**src/rtl/hazard_fwd_ctrl_if.sv**
```systemverilog
// Hazard/forwarding controller bus.
// Groups every non-clock/reset signal exchanged between the pipeline and
// hazard_fwd_ctrl.
//   master : pipeline side; drives the decode instruction, older-stage
//            destination info and redirect sources, and receives the
//            forward selects, stall/flush, intr_ack, busy and perf counters.
//   slave  : controller side, the mirror image of master.
interface hazard_fwd_ctrl_if #(
    parameter int NUM_FWD_STAGES = 2,
    parameter int REG_AW         = 5,
    parameter int PERF_W         = 16,
    parameter int SEL_W          = $clog2(NUM_FWD_STAGES + 1)
);
    logic [31:0]                      instr_d;
    logic [NUM_FWD_STAGES*REG_AW-1:0] fwd_rd;
    logic [NUM_FWD_STAGES-1:0]        fwd_we;
    logic [NUM_FWD_STAGES-1:0]        fwd_is_load;
    logic                             br_taken;
    logic                             is_mret;
    logic                             intr_req;
    logic [SEL_W-1:0]                 fwd_a;
    logic [SEL_W-1:0]                 fwd_b;
    logic                             stall;
    logic                             flush;
    logic                             intr_ack;
    logic                             busy;
    logic [PERF_W-1:0]                stall_cnt;
    logic [PERF_W-1:0]                flush_cnt;

    modport master (
        output instr_d, fwd_rd, fwd_we, fwd_is_load, br_taken, is_mret, intr_req,
        input  fwd_a, fwd_b, stall, flush, intr_ack, busy, stall_cnt, flush_cnt
    );

    modport slave (
        input  instr_d, fwd_rd, fwd_we, fwd_is_load, br_taken, is_mret, intr_req,
        output fwd_a, fwd_b, stall, flush, intr_ack, busy, stall_cnt, flush_cnt
    );
endinterface

```
**src/rtl/hazard_fwd_ctrl.sv**
```systemverilog
// Forwarding, load-use stall and redirect-flush controller for the RV32 core.
// Ports:
//   clk  - core clock
//   rst  - asynchronous, active-high reset
//   bus  - hazard_fwd_ctrl_if.slave:
//          in : instr_d, fwd_rd, fwd_we, fwd_is_load, br_taken, is_mret, intr_req
//          out: fwd_a, fwd_b (0 = regfile, k+1 = older stage k), stall, flush,
//               intr_ack, busy, stall_cnt, flush_cnt (saturating perf counters)
module hazard_fwd_ctrl #(
    parameter int NUM_FWD_STAGES = 2,
    parameter int REG_AW         = 5,
    parameter int FLUSH_CYCLES   = 1,
    parameter int PERF_W         = 16,
    parameter int SEL_W          = $clog2(NUM_FWD_STAGES + 1)
) (
    input  logic            clk,
    input  logic            rst,
    hazard_fwd_ctrl_if.slave bus
);
    typedef enum logic {IDLE, FLUSH} state_t;

    state_t            state_q, state_d;
    logic [3:0]        fcnt_q, fcnt_d;
    logic              intr_pend_q;
    logic [PERF_W-1:0] stall_cnt_q, flush_cnt_q;

    logic [REG_AW-1:0] rs1, rs2;
    logic [SEL_W-1:0]  sel_a, sel_b;
    logic              load_a, load_b;
    logic              intr_live, evt, intr_evt, stall_int;

    function automatic logic [PERF_W-1:0] sat_inc(input logic [PERF_W-1:0] v);
        return (&v) ? v : v + 1'b1;
    endfunction

    assign rs1 = REG_AW'(bus.instr_d[19:15]);
    assign rs2 = REG_AW'(bus.instr_d[24:20]);

    // Opcode/funct bits are irrelevant to hazard detection.
    logic unused_instr;
    assign unused_instr = &{1'b0, bus.instr_d[31:25], bus.instr_d[14:0]};

    // Scan from the oldest stage down so the youngest match overwrites.
    always_comb begin
        sel_a  = '0;
        sel_b  = '0;
        load_a = 1'b0;
        load_b = 1'b0;
        for (int k = NUM_FWD_STAGES - 1; k >= 0; k--) begin
            if (bus.fwd_we[k] && (bus.fwd_rd[k*REG_AW +: REG_AW] != '0)) begin
                if (bus.fwd_rd[k*REG_AW +: REG_AW] == rs1) begin
                    sel_a  = SEL_W'(k + 1);
                    load_a = bus.fwd_is_load[k];
                end
                if (bus.fwd_rd[k*REG_AW +: REG_AW] == rs2) begin
                    sel_b  = SEL_W'(k + 1);
                    load_b = bus.fwd_is_load[k];
                end
            end
        end
    end

    // A latched request stays serviceable until acknowledged; the latch
    // itself is dropped when the requester withdraws.
    assign intr_live = bus.intr_req | intr_pend_q;
    assign evt       = (state_q == IDLE) && (intr_live || bus.is_mret || bus.br_taken);
    assign intr_evt  = (state_q == IDLE) && intr_live;
    assign stall_int = !rst && (state_q == IDLE) && !evt && (load_a || load_b);

    always_ff @(posedge clk or posedge rst) begin
        if (rst) begin
            state_q     <= IDLE;
            fcnt_q      <= '0;
            intr_pend_q <= 1'b0;
            stall_cnt_q <= '0;
            flush_cnt_q <= '0;
        end else begin
            state_q     <= state_d;
            fcnt_q      <= fcnt_d;
            intr_pend_q <= bus.intr_req && !intr_evt;
            if (stall_int)
                stall_cnt_q <= sat_inc(stall_cnt_q);
            if (evt)
                flush_cnt_q <= sat_inc(flush_cnt_q);
        end
    end

    always_comb begin
        state_d = state_q;
        fcnt_d  = fcnt_q;
        case (state_q)
            IDLE: begin
                if (evt && (FLUSH_CYCLES > 1)) begin
                    state_d = FLUSH;
                    fcnt_d  = 4'(FLUSH_CYCLES - 1);
                end
            end
            FLUSH: begin
                if (fcnt_q <= 4'd1) begin
                    state_d = IDLE;
                    fcnt_d  = '0;
                end else begin
                    fcnt_d  = fcnt_q - 4'd1;
                end
            end
            default: state_d = IDLE;
        endcase
    end

    // A redirect or flush sequence kills the decode instruction, so its
    // stall and forward selects are meaningless and driven to 0.
    always_comb begin
        bus.fwd_a    = '0;
        bus.fwd_b    = '0;
        bus.stall    = 1'b0;
        bus.flush    = 1'b0;
        bus.intr_ack = 1'b0;
        bus.busy     = 1'b0;
        if (!rst) begin
            if (state_q == IDLE && !evt) begin
                bus.fwd_a = load_a ? '0 : sel_a;
                bus.fwd_b = load_b ? '0 : sel_b;
            end
            bus.stall    = stall_int;
            bus.flush    = evt || (state_q == FLUSH);
            bus.intr_ack = intr_evt;
            bus.busy     = (state_q == FLUSH);
        end
    end

    assign bus.stall_cnt = stall_cnt_q;
    assign bus.flush_cnt = flush_cnt_q;
endmodule

```
**src/flat_wrapper.sv**
```systemverilog
// flat-port wrapper written by rule: the top's interface ports become plain ports
module hazard_fwd_ctrl_flat 
#(
    parameter int NUM_FWD_STAGES = 2,
    parameter int REG_AW         = 5,
    parameter int FLUSH_CYCLES   = 1,
    parameter int PERF_W         = 16,
    parameter int SEL_W          = $clog2(NUM_FWD_STAGES + 1)
)
  (clk, rst, bus_instr_d, bus_fwd_rd, bus_fwd_we, bus_fwd_is_load, bus_br_taken, bus_is_mret, bus_intr_req, bus_fwd_a, bus_fwd_b, bus_stall, bus_flush, bus_intr_ack, bus_busy, bus_stall_cnt, bus_flush_cnt);
  hazard_fwd_ctrl_if #(.NUM_FWD_STAGES(NUM_FWD_STAGES), .REG_AW(REG_AW), .PERF_W(PERF_W), .SEL_W(SEL_W)) bus_i ();
  input  logic clk;
  input  logic rst;
  input wire logic [$bits(bus_i.instr_d)-1:0] bus_instr_d;
  input wire logic [$bits(bus_i.fwd_rd)-1:0] bus_fwd_rd;
  input wire logic [$bits(bus_i.fwd_we)-1:0] bus_fwd_we;
  input wire logic [$bits(bus_i.fwd_is_load)-1:0] bus_fwd_is_load;
  input wire logic [$bits(bus_i.br_taken)-1:0] bus_br_taken;
  input wire logic [$bits(bus_i.is_mret)-1:0] bus_is_mret;
  input wire logic [$bits(bus_i.intr_req)-1:0] bus_intr_req;
  output wire logic [$bits(bus_i.fwd_a)-1:0] bus_fwd_a;
  output wire logic [$bits(bus_i.fwd_b)-1:0] bus_fwd_b;
  output wire logic [$bits(bus_i.stall)-1:0] bus_stall;
  output wire logic [$bits(bus_i.flush)-1:0] bus_flush;
  output wire logic [$bits(bus_i.intr_ack)-1:0] bus_intr_ack;
  output wire logic [$bits(bus_i.busy)-1:0] bus_busy;
  output wire logic [$bits(bus_i.stall_cnt)-1:0] bus_stall_cnt;
  output wire logic [$bits(bus_i.flush_cnt)-1:0] bus_flush_cnt;
  assign bus_i.instr_d = bus_instr_d;
  assign bus_i.fwd_rd = bus_fwd_rd;
  assign bus_i.fwd_we = bus_fwd_we;
  assign bus_i.fwd_is_load = bus_fwd_is_load;
  assign bus_i.br_taken = bus_br_taken;
  assign bus_i.is_mret = bus_is_mret;
  assign bus_i.intr_req = bus_intr_req;
  assign bus_fwd_a = bus_i.fwd_a;
  assign bus_fwd_b = bus_i.fwd_b;
  assign bus_stall = bus_i.stall;
  assign bus_flush = bus_i.flush;
  assign bus_intr_ack = bus_i.intr_ack;
  assign bus_busy = bus_i.busy;
  assign bus_stall_cnt = bus_i.stall_cnt;
  assign bus_flush_cnt = bus_i.flush_cnt;
  hazard_fwd_ctrl #(.NUM_FWD_STAGES(NUM_FWD_STAGES), .REG_AW(REG_AW), .FLUSH_CYCLES(FLUSH_CYCLES), .PERF_W(PERF_W), .SEL_W(SEL_W)) u_core (.clk(clk), .rst(rst), .bus(bus_i));
endmodule
```
**config.mk**
```make
export PLATFORM = sky130hd
export DESIGN_NAME = hazard_fwd_ctrl_flat
export DESIGN_NICKNAME = d
export VERILOG_FILES = /design/src/rtl/hazard_fwd_ctrl_if.sv /design/src/rtl/hazard_fwd_ctrl.sv /design/src/flat_wrapper.sv
export SDC_FILE = /design/constraint.sdc
export NUM_CORES = 1
export LEC_CHECK = 0
export ABC_AREA = 1
export BUFFER_PORTS_ARGS = -buffer_cell sky130_fd_sc_hd__buf_2
export CORE_MARGIN = 1.5
export CORE_UTILIZATION = 30
export CTS_CLUSTER_DIAMETER = 200
export DETAILED_ROUTE_END_ITERATION = 6
export SETUP_SLACK_MARGIN = 0.15
export SLEW_MARGIN = 0
export SYNTH_ARGS = -nofsm -noshare
export SYNTH_HDL_FRONTEND = slang
export SYNTH_SLANG_ARGS = --single-unit
```
**constraint.sdc**
```tcl
create_clock -name clk -period 4.7 [get_ports clk]
set_clock_uncertainty 0.15 [all_clocks]
set_input_delay 0.94 -clock clk [delete_from_list [all_inputs] [get_ports clk]]
set_output_delay 0.94 -clock clk [all_outputs]
set_load 0.02 [all_outputs]
```
==> results.md <==
- Synthesized instance count: 343
- CP Capture Type: output port
- DR vias: 2411
- Fin cells: 519
- Yosys reg bits: 38
- Initial core utilization: 31.0%
- Fraction of layout cells with a size suffix above 1: 20.8%
- Detail Route Antenna Nets: 0
- Die ar.: 9000 um2
- Setup TNS: 0 ns
- Slew headroom: 66.5%
- TritonCTS clock tree: built
- Post-DP HPWL: 4530 um
- Sequential area share after synthesis: 37.5%
- Row count: 33
- FMAX: 276 MHz
- Nets: 469
- Flop-to-flop setup slack: 2.41 ns
- Gr usage total: 13.4%
- Root Buffer: clkbuf_8
- Diodes inserted: 0
- Vias per cell: 4.65
- Num CTS Buffers: 5
- Vias in the first global route: 2137
- Clock-pin slew on the worst setup and hold paths: 0.07 ns
- Actual slew at the worst max-slew pin: 0.501 ns
- Clock Sinks: 38
- Die width: 94.9 um
- MaxCap Viol Count: 0
- Final core occ: 37.8%
- Clk buf depth: 2
- # setup viols final: 0
- Period minus WS final: 3.62 ns
- # placed instances: 512
- Remaining Overflow, GRT: 0
- # hold bufs at CTS: 0
- WP data arrival: 2.53 ns
- Drt wl/cell: 11.3 um
- Kind of start point of the critical path: input port
- First-pass GRT wire length: 9630 um
- Post-synth net total: 398
- Area contributors post-synth: dfrtp_1 (38%), nand2_1 (15%), xor2_1 (10%)
- PD cells: 313 nW/um2
- Drt first pass iters: 4
- Yosys cell types: 29
- 1st-iter DRT viols: 125
- CP max stage delay: 0.42 ns
- Port Buffer Count: 68
- Avg Cell Area, Syn: 7.38 um2
- Post-cts resize count: 0
- Postcts setup bufs: 0
- Yosys top cell by area: dfrtp_1
- Mapped Area: 2530 um2
- Clk_lat worst skew: 0.28 ns
- Final period utilization: 77.0%
- Chip Height: 94.9 um
- HP Start: u_core.bus.flush_cnt[14]$_DFFE_PP0P_
- Max IR drop VDD: 95.4 uV
- DRC Markers: 0
- CP Data Required Time: 3.61 ns
- Status: finished clean
- CP Launch Point: bus_intr_req
- Htree depth: 2
- Critical Path Slowest Stage Cell: nor2_4
- RD Place Congestion: 0.832
- Hold Path Class: reg -> reg
- Critical-path cell list: buf_2 -> or2_1 -> nor3_2 -> nand2_1 -> nor2_4 -> nand2_1 -> nor2_1 -> buf_2
- Pin count of the biggest net entering global routing: 40
- Core area: 8180 um2
- I/O pins: 91
- Synthesis-to-layout area growth: 22.2%
- Initial antenna violation count: 0
- Static leakage: 1.75 nW
- DRT Wirelength: 5850 um
- Max-slew violation count: 0
- Yosys warnings: 0
- Crit-path max FO: 19
- Post-synth top area share: 37.5%
- Reg2reg start: u_core.bus.stall_cnt[0]$_DFFE_PP0P_
- WS Path Type: in -> out
- RSZ-0062 raised after global routing: no
- Final hold violations: 0
[logic make-up (layout without fill, tap and decap cells)]
group / Yosys count / in the layout / share of synthesized area [%]
simple gates: 203 / 203 / 37.1
compound gates: 8 / 8 / 1.73
xor+xnor: 40 / 40 / 13.8
fa+ha+maj: 4 / 4 / 1.98
buf+inv: 50 / 121 / 7.86
flops: 38 / 38 / 37.5
[cell usage after synthesis]
library cell	number
ha_1	4
nand4_2	1
buf_2	3
nand4_1	22
o21ai_0	5
inv_1	43
or2_1	1
nor4_4	1
nor3b_1	1
clkbuf_1	1
o22ai_1	1
buf_6	1
inv_2	2
nor4_1	3
nand2_1	98
nor2_1	32
xor2_1	29
and3_1	1
nand3_2	2
a21boi_0	1
dfrtp_1	38
and2_1	1
nor3_2	1
xnor2_1	11
nand2_2	2
a21oi_1	1
nor2_4	1
nand3_1	25
nor3_1	11
[layout by cell type (no fill, tap or decap), types with 3 or more instances in the layout]
cell,synthesis,routed
buf_2,3,68
nor4_1,3,3
nand2_1,98,98
nor2_1,32,32
xor2_1,29,29
nor3_1,11,11
ha_1,4,4
dfrtp_1,38,38
xnor2_1,11,11
nand4_1,22,22
o21ai_0,5,5
nand3_1,25,25
inv_1,43,43
clkbuf_8,0,6
[through the flow]
step	total power, mW	worst slack [ns]	cell area, um2	hold slack (ns)
after global routing	1.04	0.947	3090	0.370
after floorplan	0.598	1.46	2530	0.357
final	0.968	1.08	3090	0.350
after CTS	0.986	1.07	3090	0.354
after detailed placement	0.699	1.07	2980	0.339
after global placement	0.692	1.09	2980	0.324
[power breakdown]
group | internal (mW) | switching (mW) | total, mW
Combinational | 0.0953 | 0.166 | 0.262
Clock | 0.170 | 0.110 | 0.280
Sequential | 0.372 | 0.0542 | 0.427
[worst max-delay path: cells and delay by family]
family	cells	cell delay, ns
AND/OR/NAND/NOR	6	1.31
buffers and inverters	2	0.28
[registers in the layout (all words and copies together), names as in the netlist]
| register | count |
|---|---|
| u_core.state_q | 1 |
| u_core.fcnt_q | 4 |
| u_core.intr_pend_q | 1 |
| u_core.bus.stall_cnt | 16 |
| u_core.bus.flush_cnt | 16 |
[path summary, 6_finish.rpt]
check | end | cells past startpoint
min | u_core.bus.flush_cnt[14]$_DFFE_PP0P_ | 1
max reg2reg | u_core.bus.stall_cnt[12]$_DFFE_PP0P_ | 7
min in group asynchronous | u_core.fcnt_q[1]$_DFFE_PP0P_ | 3
min reg2reg | u_core.bus.flush_cnt[14]$_DFFE_PP0P_ | 1
max in group asynchronous | u_core.bus.stall_cnt[5]$_DFFE_PP0P_ | 3
max | bus_fwd_b[1] | 8
[per-layer routing]
layer / part of all wire (%) / global-route usage, % / up-vias
met5: 0 / 0 / -
met1: 47 / 17.6 / 1095
met3: 7.1 / 3.22 / 5
met2: 45 / 21.9 / 73
met4: 0.82 / 3.73 / 0
li1: - / - / 1238
[cell type report]
type / instances / area (um2)
Clock buffer: 6 / 82.6
Clock inverter: 1 / 30.0
Fill cell: 877 / 5080
Inverter: 45 / 169
Multi-Input combinational cell: 255 / 1380
Sequential cell: 38 / 951
Tap cell: 105 / 131
Timing Repair Buffer: 69 / 348
Note: power is estimated with default switching activity, not from simulation.
